### src/rtl/picomem_dma_pkg.sv
// picomem_dma_pkg: register offsets, CTRL/STATUS bit positions, engine state
// encoding and a byte-strobe merge helper shared by the DMA engine files.
package picomem_dma_pkg;

   // Register offsets, decoded from cfg_addr[3:2]
   localparam logic [1:0] RegSrc  = 2'd0;
   localparam logic [1:0] RegDst  = 2'd1;
   localparam logic [1:0] RegLen  = 2'd2;
   localparam logic [1:0] RegCtrl = 2'd3;

   // CTRL (write) bit positions
   localparam int unsigned CtrlStartBit = 0;
   localparam int unsigned CtrlClrBit   = 1;

   // STATUS (read) bit positions
   localparam int unsigned StatBusyBit = 0;
   localparam int unsigned StatDoneBit = 1;
   localparam int unsigned StatRemLsb  = 16;

   // Copy engine states
   typedef enum logic [2:0] {
      StIdle = 3'd0,
      StRd   = 3'd1,
      StRgap = 3'd2,
      StWr   = 3'd3,
      StWgap = 3'd4
   } state_e;

   // Replace the bytes of old_val selected by strb with the matching bytes of new_val
   function automatic logic [31:0] apply_strb(input logic [31:0] old_val,
                                              input logic [31:0] new_val,
                                              input logic [3:0]  strb);
      logic [31:0] res;
      res = old_val;
      for (int i = 0; i < 4; i++) begin
         if (strb[i]) res[8*i +: 8] = new_val[8*i +: 8];
      end
      return res;
   endfunction

endpackage

### src/rtl/picomem_dma_regs.sv
// picomem_dma_regs: responder-side register file for the DMA engine.
// Handles the registered one-cycle cfg_ready handshake, holds SRC/DST/LEN,
// and emits one-cycle start / done_clear pulses to the copy engine.
module picomem_dma_regs
   import picomem_dma_pkg::*;
#(
   parameter int unsigned LEN_W = 16
) (
   input  logic             i_clk,
   input  logic             i_resetn,
   input  logic             i_cfg_valid,
   input  logic [31:0]      i_cfg_addr,
   input  logic [31:0]      i_cfg_wdata,
   input  logic [3:0]       i_cfg_wstrb,
   output logic             o_cfg_ready,
   output logic [31:0]      o_cfg_rdata,
   input  logic             i_busy,
   input  logic             i_done,
   input  logic [LEN_W-1:0] i_remaining,
   output logic             o_start,
   output logic             o_done_clear,
   output logic [31:0]      o_src,
   output logic [31:0]      o_dst,
   output logic [LEN_W-1:0] o_len
);

   logic             r_cfg_ready;
   logic [31:0]      r_cfg_rdata;
   logic             r_start;
   logic             r_done_clear;
   logic [31:0]      r_src;
   logic [31:0]      r_dst;
   logic [LEN_W-1:0] r_len;

   logic             w_accept;
   logic             w_write;
   logic [1:0]       w_sel;
   logic [31:0]      w_status;
   logic [31:0]      w_rdata;
   logic             w_unused_addr;

   // A request is accepted on the edge that raises cfg_ready
   assign w_accept      = i_cfg_valid & ~r_cfg_ready;
   assign w_write       = w_accept & (|i_cfg_wstrb);
   assign w_sel         = i_cfg_addr[3:2];
   assign w_unused_addr = ^{i_cfg_addr[31:4], i_cfg_addr[1:0]};

   // Read-data mux, including the live STATUS word from the engine
   always_comb begin
      w_status                        = '0;
      w_status[StatBusyBit]           = i_busy;
      w_status[StatDoneBit]           = i_done;
      w_status[StatRemLsb +: 16]      = 16'(i_remaining);
      unique case (w_sel)
         RegSrc:  w_rdata = r_src;
         RegDst:  w_rdata = r_dst;
         RegLen:  w_rdata = 32'(r_len);
         RegCtrl: w_rdata = w_status;
         default: w_rdata = '0;
      endcase
   end

   // Handshake, read-data capture, register writes and control pulses
   always_ff @(posedge i_clk or negedge i_resetn) begin
      if (!i_resetn) begin
         r_cfg_ready  <= 1'b0;
         r_cfg_rdata  <= '0;
         r_start      <= 1'b0;
         r_done_clear <= 1'b0;
         r_src        <= '0;
         r_dst        <= '0;
         r_len        <= '0;
      end else begin
         r_cfg_ready  <= w_accept;
         r_cfg_rdata  <= w_accept ? w_rdata : 32'h0;
         r_start      <= w_write & (w_sel == RegCtrl) & i_cfg_wdata[CtrlStartBit] & ~i_busy;
         r_done_clear <= w_write & (w_sel == RegCtrl) & i_cfg_wdata[CtrlClrBit];
         // Address/length registers are frozen while a copy is running
         if (w_write && !i_busy) begin
            unique case (w_sel)
               RegSrc:  r_src <= apply_strb(r_src, i_cfg_wdata, i_cfg_wstrb) & 32'hFFFF_FFFC;
               RegDst:  r_dst <= apply_strb(r_dst, i_cfg_wdata, i_cfg_wstrb) & 32'hFFFF_FFFC;
               RegLen:  r_len <= LEN_W'(apply_strb(32'(r_len), i_cfg_wdata, i_cfg_wstrb));
               default: ;
            endcase
         end
      end
   end

   assign o_cfg_ready  = r_cfg_ready;
   assign o_cfg_rdata  = r_cfg_rdata;
   assign o_start      = r_start;
   assign o_done_clear = r_done_clear;
   assign o_src        = r_src;
   assign o_dst        = r_dst;
   assign o_len        = r_len;

endmodule

### src/rtl/picomem_dma.sv
// picomem_dma: single-channel word-copy DMA engine for the PicoMem bus.
// Copies LEN words from SRC to DST in ascending order, one read then one
// write per word, with an idle cycle after every initiator transaction.
// Optional feature macro: PICOMEM_DMA_IRQ_EN adds a level irq output that
// mirrors the done flag.
module picomem_dma
   import picomem_dma_pkg::*;
#(
   parameter int unsigned LEN_W = 16
) (
   input  logic        clk,
   input  logic        resetn,
   input  logic        cfg_valid,
   input  logic [31:0] cfg_addr,
   input  logic [31:0] cfg_wdata,
   input  logic [3:0]  cfg_wstrb,
   output logic        cfg_ready,
   output logic [31:0] cfg_rdata,
   output logic        mem_m_valid,
   output logic [31:0] mem_m_addr,
   output logic [31:0] mem_m_wdata,
   output logic [3:0]  mem_m_wstrb,
   input  logic        mem_m_ready,
   input  logic [31:0] mem_m_rdata
`ifdef PICOMEM_DMA_IRQ_EN
   ,
   output logic        irq
`endif
);

   state_e           r_state;
   logic [31:0]      r_src_ptr;
   logic [31:0]      r_dst_ptr;
   logic [LEN_W-1:0] r_rem;
   logic [31:0]      r_data;
   logic             r_busy;
   logic             r_done;
   logic             r_m_valid;
   logic [31:0]      r_m_addr;
   logic [31:0]      r_m_wdata;
   logic [3:0]       r_m_wstrb;

   logic             w_start;
   logic             w_done_clear;
   logic [31:0]      w_src;
   logic [31:0]      w_dst;
   logic [LEN_W-1:0] w_len;

   picomem_dma_regs #(
      .LEN_W (LEN_W)
   ) u_regs (
      .i_clk        (clk),
      .i_resetn     (resetn),
      .i_cfg_valid  (cfg_valid),
      .i_cfg_addr   (cfg_addr),
      .i_cfg_wdata  (cfg_wdata),
      .i_cfg_wstrb  (cfg_wstrb),
      .o_cfg_ready  (cfg_ready),
      .o_cfg_rdata  (cfg_rdata),
      .i_busy       (r_busy),
      .i_done       (r_done),
      .i_remaining  (r_rem),
      .o_start      (w_start),
      .o_done_clear (w_done_clear),
      .o_src        (w_src),
      .o_dst        (w_dst),
      .o_len        (w_len)
   );

   // Copy engine FSM with registered initiator outputs
   always_ff @(posedge clk or negedge resetn) begin
      if (!resetn) begin
         r_state   <= StIdle;
         r_src_ptr <= '0;
         r_dst_ptr <= '0;
         r_rem     <= '0;
         r_data    <= '0;
         r_busy    <= 1'b0;
         r_done    <= 1'b0;
         r_m_valid <= 1'b0;
         r_m_addr  <= '0;
         r_m_wdata <= '0;
         r_m_wstrb <= '0;
      end else begin
         if (w_done_clear) r_done <= 1'b0;
         unique case (r_state)
            StIdle: begin
               if (w_start) begin
                  if (w_len != '0) begin
                     r_done    <= 1'b0;
                     r_src_ptr <= w_src;
                     r_dst_ptr <= w_dst;
                     r_rem     <= w_len;
                     r_busy    <= 1'b1;
                     r_m_valid <= 1'b1;
                     r_m_addr  <= w_src;
                     r_m_wstrb <= 4'b0000;
                     r_state   <= StRd;
                  end else begin
                     // Empty transfer completes immediately without bus traffic
                     r_done    <= 1'b1;
                  end
               end
            end
            StRd: begin
               if (mem_m_ready) begin
                  r_data    <= mem_m_rdata;
                  r_m_valid <= 1'b0;
                  r_state   <= StRgap;
               end
            end
            StRgap: begin
               r_m_valid <= 1'b1;
               r_m_addr  <= r_dst_ptr;
               r_m_wdata <= r_data;
               r_m_wstrb <= 4'b1111;
               r_state   <= StWr;
            end
            StWr: begin
               if (mem_m_ready) begin
                  r_src_ptr <= r_src_ptr + 32'd4;
                  r_dst_ptr <= r_dst_ptr + 32'd4;
                  r_rem     <= r_rem - LEN_W'(1);
                  r_m_valid <= 1'b0;
                  r_m_wstrb <= 4'b0000;
                  r_state   <= StWgap;
               end
            end
            StWgap: begin
               if (r_rem == '0) begin
                  r_busy  <= 1'b0;
                  r_done  <= 1'b1;
                  r_state <= StIdle;
               end else begin
                  r_m_valid <= 1'b1;
                  r_m_addr  <= r_src_ptr;
                  r_m_wstrb <= 4'b0000;
                  r_state   <= StRd;
               end
            end
            default: begin
               r_state   <= StIdle;
               r_busy    <= 1'b0;
               r_m_valid <= 1'b0;
            end
         endcase
      end
   end

   assign mem_m_valid = r_m_valid;
   assign mem_m_addr  = r_m_addr;
   assign mem_m_wdata = r_m_wdata;
   assign mem_m_wstrb = r_m_wstrb;

`ifdef PICOMEM_DMA_IRQ_EN
   assign irq = r_done;
`endif

endmodule

### config.mk
export PLATFORM = sky130hd
export DESIGN_NAME = picomem_dma
export DESIGN_NICKNAME = d
export VERILOG_FILES = /design/src/rtl/picomem_dma_pkg.sv /design/src/rtl/picomem_dma_regs.sv /design/src/rtl/picomem_dma.sv
export SDC_FILE = /design/constraint.sdc
export NUM_CORES = 1
export LEC_CHECK = 0
export CAP_MARGIN = 20
export CORE_ASPECT_RATIO = 0.9
export CORE_MARGIN = 1.5
export CORE_UTILIZATION = 55
export DETAILED_ROUTE_END_ITERATION = 7
export GPL_ROUTABILITY_DRIVEN = 0
export PLACE_DENSITY = 0.81
export SLEW_MARGIN = 25
export SYNTH_ARGS = -nofsm -noshare
export SYNTH_HDL_FRONTEND = slang
export SYNTH_SLANG_ARGS = --single-unit
export TNS_END_PERCENT = 10
### constraint.sdc
create_clock -name clk -period 7.2 [get_ports clk]
set_input_delay 0.72 -clock clk [delete_from_list [all_inputs] [get_ports clk]]
set_output_delay 0.72 -clock clk [all_outputs]
set_load 0.05 [all_outputs]
==> flow_summary.toml <==
[sta]
drv_slew = 0
finalSetupTns_ns = 0
finalSetupViolations = 0
period_needed_ns = 3.45
fin_skew_ns = 0.00963
relSlewSlack_pct = 27.7
worst_slew_pin_slew_ns = 1.08
timing.final.hold_violations = 0
period_share_pct = 48.0
rsz0062_at_grt = "false"
max_freq_ghz = 0.290

[critical_path]
worstSetupPathType = "reg2reg"
critPathArrivalTime_ns = 3.89
path_cells = "or4_4 -> o41ai_2 -> nor2_1 -> a221oi_4 -> buf_4 -> mux2_2"
crit_slowest_cell = "a221oi_4"
cp_data_required_time_ns = 7.64
critPathCaptureType = "flip-flop"
slowest_delay_ns = 0.86
crit_family = "compound AO/OA/AOI/OAI gates"
cp_max_fo = 20
reg2reg_slack_ns = 3.75
start_kind = "flip-flop"
critPathBufInv = 1

[clock_tree]
path_clk_slew_ns = 0.06
cts_resized = 0
cts_buffer_depth = 3
cts_hold_buf = 0
numCtsBuffers = 30
htree_levels = 1
cts_tree = "yes"
cts_num_sinks = 289
post-cts-setup-buffers = 0
root_buffer = "clkbuf_16"
clkLatencyLatePin_ns = 0.56

[run_status]
status = "completed"

[route]
drcViolationCount = 0
vias = 11157
final_antenna_net_count = 0
via_per_inst = 6.27
routed_wl_um = 37500
drt-wirelength-per-cell_um = 21.1
drtIter0Drc = 1263
drt-pass1-iter-count = 6

[layout]
area_growth_pct = 21.3
final.fill_count = 1799
drive_gt1_share_pct = 15.9
antenna_cells = 0
final_nets = 1534
fin_util_pct = 68.5

[yosys]
yosysWarningCount = 0
synth_adder_area_share_pct = 0.362
yosys.area_share.simple_pct = 11.4
synth-seq-area-share_pct = 52.4
muxShareOfSynthArea_pct = 16.1
synth_top_family_by_area = "multiplexers"
synth_top_cell_by_area = "dfrtp_1"
syn_nets = 1399
synth-edff-count = 0
synth_top_area_share_pct = 52.4
async_flop_share_pct = 100
syn_area_um2 = 13800
synth-compound-area-share_pct = 15.8
synth.area.top_cells = "dfrtp_1 (52%), mux2_2 (12%), a21oi_1 (4.4%)"
avgSynthCellArea_um2 = 10.7
ys_ff_latch = 289
syn_inst = 1291
synth_cell_types = 63
synth_flop_cell = "dfrtp_1"
synth_xor_area_share_pct = 0.0634

[global_route]
grt_pass1_wl_um = 59900
overflow = 0
antenna_found_initial = 0
groute.usage.overall_pct = 29.1
grt_pass1_vias = 11041
grt_max_degree = 103

[die]
io_pins = 206
core-area_um2 = 24500
die_w_um = 170
die_height_um = 153
start_util_pct = 56.5
die_area_um2 = 26100
row_count = 54

[power_and_ir_drop]
powerDensity_nw_per_um2 = 475
p_leak_nw = 7.24
ir_drop_mv = 0.351

[placement]
hpwl_um = 24800
numPortBuffers = 175

[hold_path]
min_path_type = "in2async"

[flow_run]
drv_cap = 0
[through the flow]
step | instances | worst slack (ns) | cell area [um2] | total power, mW | hold slack, ns
final | 1779 | 3.75 | 16800 | 7.97 | 0.209
after global routing | 1779 | 3.61 | 16800 | 8.36 | 0.280
after CTS | 1779 | 3.74 | 16700 | 7.95 | 0.241
after detailed placement | 1730 | 3.57 | 15700 | 6.34 | 0.491
after global placement | 1730 | 3.59 | 15700 | 6.21 | 0.481
after floorplan | 1291 | 4.78 | 13800 | 5.28 | 0.424
[cell families after synthesis]
logic type | after synthesis
AO/OA/AOI/OAI | 340
AND/OR/NAND/NOR | 327
flip-flops | 289
buffers and inverters | 127
multiplexers | 203
XOR/XNOR | 1
adder cells (fa/ha/maj) | 4
[power breakdown]
group	internal, mW	switching, mW	total (mW)
logic	1.39	1.94	3.32
registers	2.33	0.734	3.06
clock network	0.949	0.633	1.58
total	4.66	3.30	7.97
[final cells by class]
| cell class | instances | area [um2] | share of cell area (%) |
|---|---|---|---|
| Sequential cell | 289 | 7230 | 43.2 |
| Timing Repair Buffer | 194 | 1900 | 11.3 |
| Tap cell | 336 | 420 | 2.51 |
| Clock buffer | 39 | 836 | 4.99 |
| Multi-Input combinational cell | 875 | 6080 | 36.3 |
| Clock inverter | 10 | 155 | 0.926 |
| Inverter | 36 | 135 | 0.806 |
[layer usage]
layer	part of all wire, %	vias to the layer above	GRT usage, %	wire (um)
li1	-	4964	-	-
met1	41	5548	39.9	15200
met2	48	548	47.3	18000
met3	8.0	97	4.61	3000
met4	3.4	0	9.61	1270
met5	0	-	0	0
[synth_stat cells (16+ instances only)]
library cell and number:
dfrtp_1 289, mux2_2 144, nor2_1 138, a21oi_1 122, o21ai_0 70, clkbuf_1 68
nand2_1 65, mux2i_1 57, inv_1 36, a22o_1 28, nand3_1 28, a31oi_1 23
o22a_1 21, nand4_1 16
[state kept, by name (all words and copies together), names as in the netlist, 3 cells and up]
signal / flops
mem_m_addr: 31
u_regs.o_dst: 30
r_src_ptr: 30
u_regs.o_cfg_rdata: 32
r_data: 32
mem_m_wdata: 32
u_regs.o_src: 30
r_dst_ptr: 30
u_regs.o_len: 16
r_state: 3
r_rem: 16
[layout by cell type, fill, tap and decap left out, drive strengths merged, types with 4 or more instances in the layout]
cell / instances
nand2: 65
a32oi: 5
and2: 11
o22ai: 9
a2bb2oi: 6
mux2i: 57
buf: 21
o32ai: 4
o2bb2ai: 5
or4: 6
and3: 15
a31oi: 23
nor2: 138
nor4: 10
inv: 36
clkinv: 4
nor3b: 8
nand4: 16
ha: 4
clkdlybuf4s50: 173
a211oi: 4
a22o: 28
a21oi: 123
o21ai: 70
a22oi: 15
dfrtp: 289
nor3: 10
and4: 5
clkbuf: 39
o22a: 21
nand3: 28
bufinv: 4
mux2: 146
[final timing paths]
kind                                             startpoint                          end  depth (start not counted)
worst max-delay path            u_regs.o_len[6]$_DFFE_PN0P_   mem_m_addr[19]$_DFFE_PN0P_                          6
worst min-delay path                                 resetn  mem_m_wdata[29]$_DFFE_PN0P_                          1
worst max register to register  u_regs.o_len[6]$_DFFE_PN0P_   mem_m_addr[19]$_DFFE_PN0P_                          6
worst min register to register  mem_m_wdata[18]$_DFFE_PN0P_  mem_m_wdata[18]$_DFFE_PN0P_                          1
max in group asynchronous                            resetn    r_dst_ptr[18]$_DFFE_PN0P_                          2
min in group clk                mem_m_wdata[18]$_DFFE_PN0P_  mem_m_wdata[18]$_DFFE_PN0P_                          1
Note: power is estimated with default switching activity, not from simulation.
